`config.mk`:
```
export PLATFORM = sky130hd
export DESIGN_NAME = axi4_lite_master_read
export DESIGN_NICKNAME = d
export VERILOG_FILES = /design/src/rtl/axi4_lite_pkg.sv /design/src/rtl/axi4_lite_master_read.sv
export SDC_FILE = /design/constraint.sdc
export NUM_CORES = 1
export LEC_CHECK = 0
export CELL_PAD_IN_SITES_DETAIL_PLACEMENT = 1
export CELL_PAD_IN_SITES_GLOBAL_PLACEMENT = 2
export CORE_MARGIN = 2
export CORE_UTILIZATION = 26
export CTS_CLUSTER_SIZE = 12
export DETAILED_ROUTE_END_ITERATION = 8
export GPL_ROUTABILITY_DRIVEN = 0
export GPL_TIMING_DRIVEN = 0
export PLACE_DENSITY = 0.82
export SETUP_SLACK_MARGIN = 0.3
export SYNTH_ARGS = -nofsm -noshare
export SYNTH_HDL_FRONTEND = slang
export SYNTH_SLANG_ARGS = --single-unit
```
`constraint.sdc`:
```
create_clock -name clk_i -period 4.39 [get_ports clk_i]
set_clock_uncertainty 0.2 [all_clocks]
set_input_delay 1.0975 -clock clk_i [delete_from_list [all_inputs] [get_ports clk_i]]
set_output_delay 1.0975 -clock clk_i [all_outputs]
set_load 0.02 [all_outputs]
```
`src/rtl/axi4_lite_pkg.sv`:
```
// rtl/axi4_lite_pkg.sv - shared AXI4-Lite response codes and default widths
package axi4_lite_pkg;

   localparam int AXI_ADDR_WIDTH_DEF = 64;
   localparam int AXI_DATA_WIDTH_DEF = 32;
   localparam int BLOCK_WIDTH_DEF    = 512;

   localparam logic [1:0] AXI_RESP_OKAY   = 2'b00;
   localparam logic [1:0] AXI_RESP_SLVERR = 2'b10;
   localparam logic [1:0] AXI_RESP_DECERR = 2'b11;

endpackage

```
`src/rtl/axi4_lite_master_read.sv`:
```
// rtl/axi4_lite_master_read.sv - cache-block refill master issuing single-beat AXI4-Lite reads
module axi4_lite_master_read
   import axi4_lite_pkg::*;
#(
   parameter int AXI_ADDR_WIDTH = AXI_ADDR_WIDTH_DEF,
   parameter int AXI_DATA_WIDTH = AXI_DATA_WIDTH_DEF,
   parameter int BLOCK_WIDTH    = BLOCK_WIDTH_DEF
) (
   input  logic                      clk_i,
   input  logic                      arst_i,
   input  logic                      start_read_i,
   input  logic [AXI_ADDR_WIDTH-1:0] addr_i,
   output logic [BLOCK_WIDTH-1:0]    data_block_o,
   output logic                      read_done_o,
   output logic                      read_error_o,
   output logic                      busy_o,
   output logic                      AR_VALID,
   output logic [AXI_ADDR_WIDTH-1:0] AR_ADDR,
   output logic [2:0]                AR_PROT,
   input  logic                      AR_READY,
   input  logic                      R_VALID,
   input  logic [AXI_DATA_WIDTH-1:0] R_DATA,
   input  logic [1:0]                R_RESP,
   output logic                      R_READY
);

   localparam int N          = BLOCK_WIDTH / AXI_DATA_WIDTH;
   localparam int KW         = $clog2(N);
   localparam int BEAT_BYTES = AXI_DATA_WIDTH / 8;
   localparam logic [AXI_ADDR_WIDTH-1:0] BLOCK_MASK = AXI_ADDR_WIDTH'(BLOCK_WIDTH / 8 - 1);

   typedef enum logic [1:0] {ST_IDLE, ST_ADDR, ST_DATA, ST_DONE} state_t;

   state_t                    state_q, state_d;
   logic [KW-1:0]             k_q, k_d;
   logic                      err_q, err_d;
   logic [AXI_ADDR_WIDTH-1:0] ar_addr_q, ar_addr_d;
   logic [BLOCK_WIDTH-1:0]    block_q, block_d;

   always_ff @(posedge clk_i) begin
      if (arst_i) begin
         state_q   <= ST_IDLE;
         k_q       <= '0;
         err_q     <= 1'b0;
         ar_addr_q <= '0;
         block_q   <= '0;
      end else begin
         state_q   <= state_d;
         k_q       <= k_d;
         err_q     <= err_d;
         ar_addr_q <= ar_addr_d;
         block_q   <= block_d;
      end
   end

   // AR_ADDR is a register that steps by one beat after each accepted R beat,
   // so it is already valid in the cycle ADDR is entered.
   always_comb begin
      state_d   = state_q;
      k_d       = k_q;
      err_d     = err_q;
      ar_addr_d = ar_addr_q;
      block_d   = block_q;
      unique case (state_q)
         ST_IDLE: begin
            if (start_read_i) begin
               state_d   = ST_ADDR;
               k_d       = '0;
               err_d     = 1'b0;
               ar_addr_d = addr_i & ~BLOCK_MASK;
            end
         end
         ST_ADDR: begin
            if (AR_READY) begin
               state_d = ST_DATA;
            end
         end
         ST_DATA: begin
            if (R_VALID) begin
               block_d[int'(k_q) * AXI_DATA_WIDTH +: AXI_DATA_WIDTH] = R_DATA;
               err_d = err_q | (R_RESP == AXI_RESP_SLVERR) | (R_RESP == AXI_RESP_DECERR);
               if (k_q == KW'(N - 1)) begin
                  state_d = ST_DONE;
               end else begin
                  k_d       = k_q + KW'(1);
                  ar_addr_d = ar_addr_q + AXI_ADDR_WIDTH'(BEAT_BYTES);
                  state_d   = ST_ADDR;
               end
            end
         end
         ST_DONE: begin
            state_d = ST_IDLE;
         end
         default: begin
            state_d = ST_IDLE;
         end
      endcase
   end

   assign AR_VALID     = (state_q == ST_ADDR);
   assign R_READY      = (state_q == ST_DATA);
   assign busy_o       = (state_q != ST_IDLE);
   assign read_done_o  = (state_q == ST_DONE);
   assign read_error_o = (state_q == ST_DONE) & err_q;
   assign AR_ADDR      = ar_addr_q;
   assign AR_PROT      = 3'b000;
   assign data_block_o = block_q;

endmodule

```
==> reports/metrics.yaml, run 1 <==
sta:
  period_share_pct: 90.84
  max_slew_margin_pct: -1.064
  drv_slew: 11
  period_needed_ns: 3.988
  finalSetupTns_ns: 0
  setup_viol: 0
  hold_viol_final: 0
  rsz0062_at_grt: "yes"
  worstMarginPinSlew_ns: 1.516
  fmax_mhz: 250.8
clock_tree:
  clk_pin_slew_ns: 0.06
  cts_sinks: 581
  cts_tree: "yes"
  numCtsBuffers: 71
  htree_num_levels: 3
  root_buffer: "clkbuf_16"
  cts_max_path_buffers: 3
  postCtsHoldBufs: 0
  clk_latency_ns: 0.61
pwr:
  p_leak_nw: 10.79
  vdd_drop_max_mv: 0.2329
  cellPowerDensity_nw_per_um2: 366.8
floorplan:
  die_w_um: 303.2
  start_util_pct: 26.30
  core_sq_um: 88510
  fp.dieH_um: 303.2
  num_rows: 109
  dieArea_sq_um: 91930
  io_pins: 687
setup_path:
  r2r_slack_ns: 0.41
  critPathMaxStageDelay_ns: 0.61
  critical-path-slowest-cell: "clkdlybuf4s50_1"
  timing.rr.end: "data_block_o[236]$_SDFFE_PP0P_"
  start_kind: "flip-flop"
  critPathLaunch: "state_q[1]$_SDFFE_PP0P_"
  path_cells: "clkbuf_4 > clkbuf_4 > clkbuf_4 > and2_1 > clkdlybuf4s50_1"
  path_buf_inv: 4
  cp_top_family: "buffers and inverters"
  critical_path.most_common_cell: "clkbuf_4"
  crit_required_ns: 3.09
  cp_max_fo: 10
  arrival_ns: 2.69
  crit-reg2reg-launch: "k_q[0]$_SDFFE_PP0P_"
  endpoint: "read_done_o"
  reg2regPathDepth: 9
  crit_cells: 5
  crit_type: "reg2out"
  cp-end-kind: "output pin"
grt:
  grt_max_degree: 13
  grt_pass1_wl_mm: 192.5
  overflow: 0
  grt_pass1_vias: 25957
  track_usage_pct: 29.16
  antenna_found_initial: 10
synthesis:
  netlist_top_cells_area: "dfxtp_1 (50%), nand2_1 (12%), a21oi_1 (11%), clkbuf_1 (4.4%), nand4_1 (3.3%)"
  synth_top_area_share_pct: 49.97
  synth.yosys.seq_area_share_pct: 49.97
  synth_ff_type: "dfxtp_1"
  yosys.area_share.simple_pct: 26.93
  synth_edf_count: 0
  postSynthAreaPerCell_sq_um: 7.831
  synth_compound_area_share_pct: 16.40
  synth_top_family_by_area: "simple AND/OR/NAND/NOR gates"
  async_flop_share_pct: 0
  ys_ff_latch: 581
  syn-cell-area_sq_um: 23270
  synthMuxAreaShare_pct: 1.081
  synthAdderAreaFrac_pct: 0.3225
  yosys_warnings: 0
  synthDistinctLibCells: 67
  netlist_instances: 2972
  synth.largest_area_cell: "dfxtp_1"
  synth_xor_area_share_pct: 0.1505
worst_hold_path:
  hold_class: "reg2reg"
cells_and_area:
  final_cell_count_no_fill: 4949
  num-nets-final: 3837
  final_cell_mix: "nand2_1 (728), clkdlybuf4s50_1 (670), dfxtp_1 (581)"
  final_common_cell: "nand2_1"
  drive_above_1_share_pct: 5.213
  areaGrowthSynthToFinish_pct: 46.64
placement:
  port_buffers: 670
  place_inst: 4815
  hpwl_mm: 102.9
detailed_routing:
  drc: 0
  vias_per_cell: 5.292
  drt_pass1_iterations: 5
  vias: 26192
  wirelength_mm: 139.6
  drtIter0Drc: 1912
  wl_per_cell_um: 28.20
  antenna_left: 0
flow_run:
  drv_cap: 1
outcome:
  violations: "max-capacitance violations, max-slew violations"
  run_status: "complete, but fails checks"
repair_timing:
item / CTS / global route
endpoints found under the setup margin: 505 / 279
pin swaps: 1 / 1
cloned: 0 / 0
endpoints found under the hold margin: 0 / 0
buffers inserted: 3 / 1
gates resized for setup: 31 / 42
metrics by stage:
stage | hold WS [ns] | worst slack (ns) | util (%) | total power [mW] | area [sq um]
CTS | 0.2503 | 0.3142 | 38.46 | 12.61 | 34040
global route | 0.2673 | 0.2087 | 38.55 | 12.86 | 34120
detailed placement | 0.2427 | -1.194 | 35.64 | 6.547 | 31550
finish | 0.2501 | 0.4022 | 38.56 | 12.52 | 34130
global placement | 0.2384 | -2.589 | 35.54 | 6.540 | 31450
floorplan | 0.2780 | 1.144 | - | 5.925 | 23290
cell type report:
class	instances	area (sq um)
clock inverters	21	266.5
flip-flops and latches	581	11630
diodes	5	12.51
inverters	20	76.32
multi-input cells	2083	10640
repair buffers	679	6792
well taps	1165	1458
fillers	10601	54380
clock buffers	103	2079
plain buffers	292	1174
how the worst min path moves through the flow:
stage	slack, ns	end	cells after the start	startpoint
final	0.25	data_block_o[395]$_SDFFE_PP0P_	2	data_block_o[395]$_SDFFE_PP0P_
after global routing	0.27	data_block_o[395]$_SDFFE_PP0P_	2	data_block_o[395]$_SDFFE_PP0P_
after CTS	0.25	data_block_o[322]$_SDFFE_PP0P_	2	data_block_o[322]$_SDFFE_PP0P_
after detailed placement	0.24	data_block_o[384]$_SDFFE_PP0P_	2	data_block_o[384]$_SDFFE_PP0P_
after global placement	0.24	data_block_o[384]$_SDFFE_PP0P_	2	data_block_o[384]$_SDFFE_PP0P_
after floorplan	0.28	err_q$_SDFFE_PP0P_	2	err_q$_SDFFE_PP0P_
routing by layer:
layer  up-vias  routed length (um)  global-route usage (%)
met1     13073               58640                   37.06
met2      1028               64660                   47.84
met4         0                6098                   11.59
met5         -                   0                       0
met3       276               10180                   6.547
li1      11815                   -                       -
synthesized netlist by cell type (all sizes together), types with 5 or more instances:
| cell | count |
|---|---|
| a211oi | 16 |
| a21oi | 496 |
| a221oi | 5 |
| a22oi | 23 |
| a31oi | 11 |
| a32oi | 23 |
| and2 | 31 |
| and3 | 18 |
| and4 | 11 |
| buf | 16 |
| clkbuf | 276 |
| dfxtp | 581 |
| ha | 6 |
| inv | 19 |
| mux2i | 24 |
| nand2 | 728 |
| nand2b | 6 |
| nand3 | 96 |
| nand4 | 124 |
| nor2 | 150 |
| nor2b | 6 |
| nor3 | 58 |
| nor4 | 24 |
| o211ai | 5 |
| o21ai | 33 |
| o221ai | 7 |
| o31ai | 6 |
| or3 | 91 |
| or4 | 12 |
state kept, by name, summed over array words and instances, names as in the netlist:
signal        count
data_block_o    512
k_q               4
AR_ADDR          62
err_q             1
state_q           2
worst reg2reg max path, delay by kind of cell (launching register included):
kind | cells | cell delay [ns]
simple gates | 2 | 0.70
compound gates | 1 | 0.22
buf+inv | 5 | 2.00
fa+ha+maj | 1 | 0.38
flops | 1 | 0.42
power by group:
| group | switching, mW | internal (mW) |
|---|---|---|
| sequential | 0.101 | 5.33 |
| clock | 2.53 | 3.54 |
| combinational | 0.714 | 0.303 |
| total | 3.34 | 9.17 |
kinds of logic (layout without fill, tap and decap cells):
family	count (synthesis)	count (layout)
buffers and inverters	312	1115
flip-flops	581	581
AO/OA/AOI/OAI	672	672
multiplexers	25	25
AND/OR/NAND/NOR	1371	1371
other	1	10
adder cells (fa/ha/maj)	6	6
XOR/XNOR	4	4
No activity file was read; power rests on OpenSTA's default activity.
==> inputs of run 2 (changes only) <==
GPL_ROUTABILITY_DRIVEN = 1   (was 0)
==> results of run 2 <==
The final DEF is identical to that of run 1; final timing and power are the same.
==> inputs of run 3 (changes only) <==
CORE_MARGIN = 5   (was 2)
==> run 3 against run 2 <==
Effect of this change: the run still ends with max-capacitance violations, max-slew violations left; highest routed layer is now met5; critical path type is now in2reg; clock power fell by 2%; core utilization shrank 0.14 points; largest power group unchanged; register-to-register slack better by 0.09 ns; die area increased by 4.0%.
==> reports/metrics.yaml, run 3 (synthesis results as in run 1) <==
clock_tree:
  cts_tree: "yes"  # unchanged
  clk_pin_slew_ns: 0.06  # about the same
  numCtsBuffers: 71  # unchanged
  root_buffer: "clkbuf_16"  # unchanged
  cts_sinks: 581  # unchanged
  clk_latency_ns: 0.63  # was 0.61 ns
  htree_num_levels: 3  # unchanged
  cts_max_path_buffers: 3  # unchanged
setup_path:
  crit_type: "in2reg"  # was reg2out
  crit_required_ns: 4.75  # was 3.09 ns
  critPathMaxStageDelay_ns: 0.75  # was 0.61 ns
  cp_max_fo: 10  # unchanged
  timing.rr.end: "data_block_o[173]$_SDFFE_PP0P_"  # was data_block_o[236]$_SDFFE_PP0P_
  critical-path-slowest-cell: "clkdlybuf4s50_1"  # unchanged
  cp_top_family: "buffers and inverters"  # unchanged
  reg2regPathDepth: 11  # was 9
  crit-reg2reg-launch: "k_q[0]$_SDFFE_PP0P_"  # unchanged
  r2r_slack_ns: 0.50  # was 0.41 ns
  start_kind: "primary input"  # was flip-flop
  path_cells: "clkdlybuf4s50_1 > mux2i_1 > nor3_2 > clkbuf_1 > buf_1 > nand4_1 > a31oi_1"  # was clkbuf_4 > clkbuf_4 > clkbuf_4 > and2_1 > clkdlybuf4s50_1
  cp-end-kind: "flip-flop"  # was output pin
  path_buf_inv: 3  # was 4
  arrival_ns: 4.38  # was 2.69 ns
cells_and_area:
  final_common_cell: "nand2_1"  # unchanged
  drive_above_1_share_pct: 4.790  # was 5.213%
  utilization_pct: 38.42  # was 38.56%
  final_cell_mix: "nand2_1 (728), clkdlybuf4s50_1 (670), dfxtp_1 (581)"  # unchanged
  final_cell_count_no_fill: 4950  # was 4949
  areaGrowthSynthToFinish_pct: 46.32  # was 46.64%
  largest_reg_flops: 512  # unchanged
  num-nets-final: 3837  # unchanged
floorplan:
  die_w_um: 309.2  # was 303.2 um
  core_sq_um: 88650  # was 88510 sq um
  start_util_pct: 26.26  # was 26.30%
  num_rows: 109  # unchanged
  fp.dieH_um: 309.2  # was 303.2 um
  io_pins: 687  # unchanged
  dieArea_sq_um: 95600  # was 91930 sq um
pwr:
  cellPowerDensity_nw_per_um2: 364.0  # was 366.8 nW/um^2
  vdd_drop_max_mv: 0.2190  # was 0.2329 mV
  p_leak_nw: 10.74  # was 10.79 nW
flow_run:
  drv_cap: 2  # was 1
placement:
  hpwl_mm: 105.2  # was 102.9 mm
  port_buffers: 670  # unchanged
  gp_congestion: 0.9257  # was 0.9232
  place_inst: 4816  # was 4815
sta:
  setup_viol: 0  # unchanged
  period_share_pct: 91.53  # was 90.84%
  fmax_mhz: 248.9  # was 250.8 MHz
  fin_hold_ws_ns: 0.2499  # was 0.2501 ns
  drv_slew: 11  # unchanged
  rsz0062_at_grt: "yes"  # unchanged
  hold_viol_final: 0  # unchanged
  max_slew_margin_pct: -1.757  # was -1.064%
  period_needed_ns: 4.018  # was 3.988 ns
  worstMarginPinSlew_ns: 1.526  # was 1.516 ns
worst_hold_path:
  hold_class: "reg2reg"  # unchanged
  worstHoldStart: "data_block_o[358]$_SDFFE_PP0P_"  # was data_block_o[395]$_SDFFE_PP0P_
  hold_depth: 2  # unchanged
  whs_endpoint: "data_block_o[358]$_SDFFE_PP0P_"  # was data_block_o[395]$_SDFFE_PP0P_
detailed_routing:
  wl_per_cell_um: 28.42  # was 28.20 um
  vias_per_cell: 5.244  # was 5.292
  wirelength_mm: 140.7  # was 139.6 mm
  drtIter0Drc: 2019  # was 1912
  vias: 25957  # was 26.19k
  drc: 0  # unchanged
  drt_pass1_iterations: 5  # unchanged
  antenna_left: 0  # unchanged
grt:
  track_usage_pct: 27.95  # was 29.16%
  grt_pass1_vias: 25642  # was 25.96k
  overflow: 0  # unchanged
  grt_max_degree: 13  # unchanged
  antenna_found_initial: 12  # was 10
  grt_pass1_wl_mm: 193.6  # was 192.5 mm
outcome:
  violations: "max-capacitance violations, max-slew violations"  # unchanged
  run_status: "complete, but fails checks"  # unchanged
run 3: how the worst max path moves through the flow:
stage | startpoint | to | slack (ns) | cells after the start
6_report | R_VALID | AR_ADDR[48]$_SDFFE_PP0P_ | 0.37 | 7
3_5_place_dp | R_VALID | data_block_o[450]$_SDFFE_PP0P_ | -1.27 | 8
4_1_cts | k_q[2]$_SDFFE_PP0P_ | data_block_o[173]$_SDFFE_PP0P_ | 0.31 | 11
2_1_floorplan | k_q[0]$_SDFFE_PP0P_ | data_block_o[448]$_SDFFE_PP0P_ | 1.14 | 10
5_1_grt | k_q[0]$_SDFFE_PP0P_ | data_block_o[185]$_SDFFE_PP0P_ | 0.28 | 11
3_3_place_gp | k_q[0]$_SDFFE_PP0P_ | data_block_o[454]$_SDFFE_PP0P_ | -1.96 | 10
run 3: cell type report:
class                      instances  area, sq um
fill                           10678        54590
sequential                       581        11630
multi-input combinational       2083        10620
timing repair buffer             679         6794
clock buffer                     108         2086
tap                             1165         1458
buffer                           292         1160
clock inverter                    16        217.7
inverter                          20        80.08
antenna                            6        15.01
run 3: worst min-delay path, delay by kind of cell (launching register included):
family	cells	cell delay (ns)
simple gates	1	0.05
compound gates	1	0.05
flops	1	0.30
run 3: per-stage QoR:
stage / setup slack [ns] / power [mW] / area (sq um) / TNS, ns
6_report: 0.3718 / 12.40 / 34060 / 0
5_1_grt: 0.2840 / 12.79 / 34050 / 0
4_1_cts: 0.3074 / 12.52 / 34010 / 0
3_5_place_dp: -1.273 / 6.549 / 31550 / -207.34
3_3_place_gp: -1.955 / 6.536 / 31450 / -410.85
2_1_floorplan: 1.144 / 5.925 / 23290 / 0
run 3: repair_timing:
action	CTS	global route
endpoints found under the setup margin	478	117
resized for setup	36	12
cloned	0	0
endpoints found under the hold margin	0	0
hold buffers	0	0
setup buffers	4	0
run 3: per-layer routing:
layer | vias to the layer above | track usage [%] | wire length, um
li1 | 11801 | - | -
met1 | 12922 | 35.91 | 59570
met2 | 1022 | 46.29 | 65690
met3 | 210 | 5.902 | 9685
met4 | 2 | 10.63 | 5719
met5 | - | 0 | 12
run 3: report_power, final:
part | leakage [nW] | switching [mW] | internal, mW
clock | 1.13 | 2.48 | 3.47
combinational | 4.92 | 0.713 | 0.303
sequential | 4.69 | 0.0989 | 5.33
total | 10.7 | 3.29 | 9.11
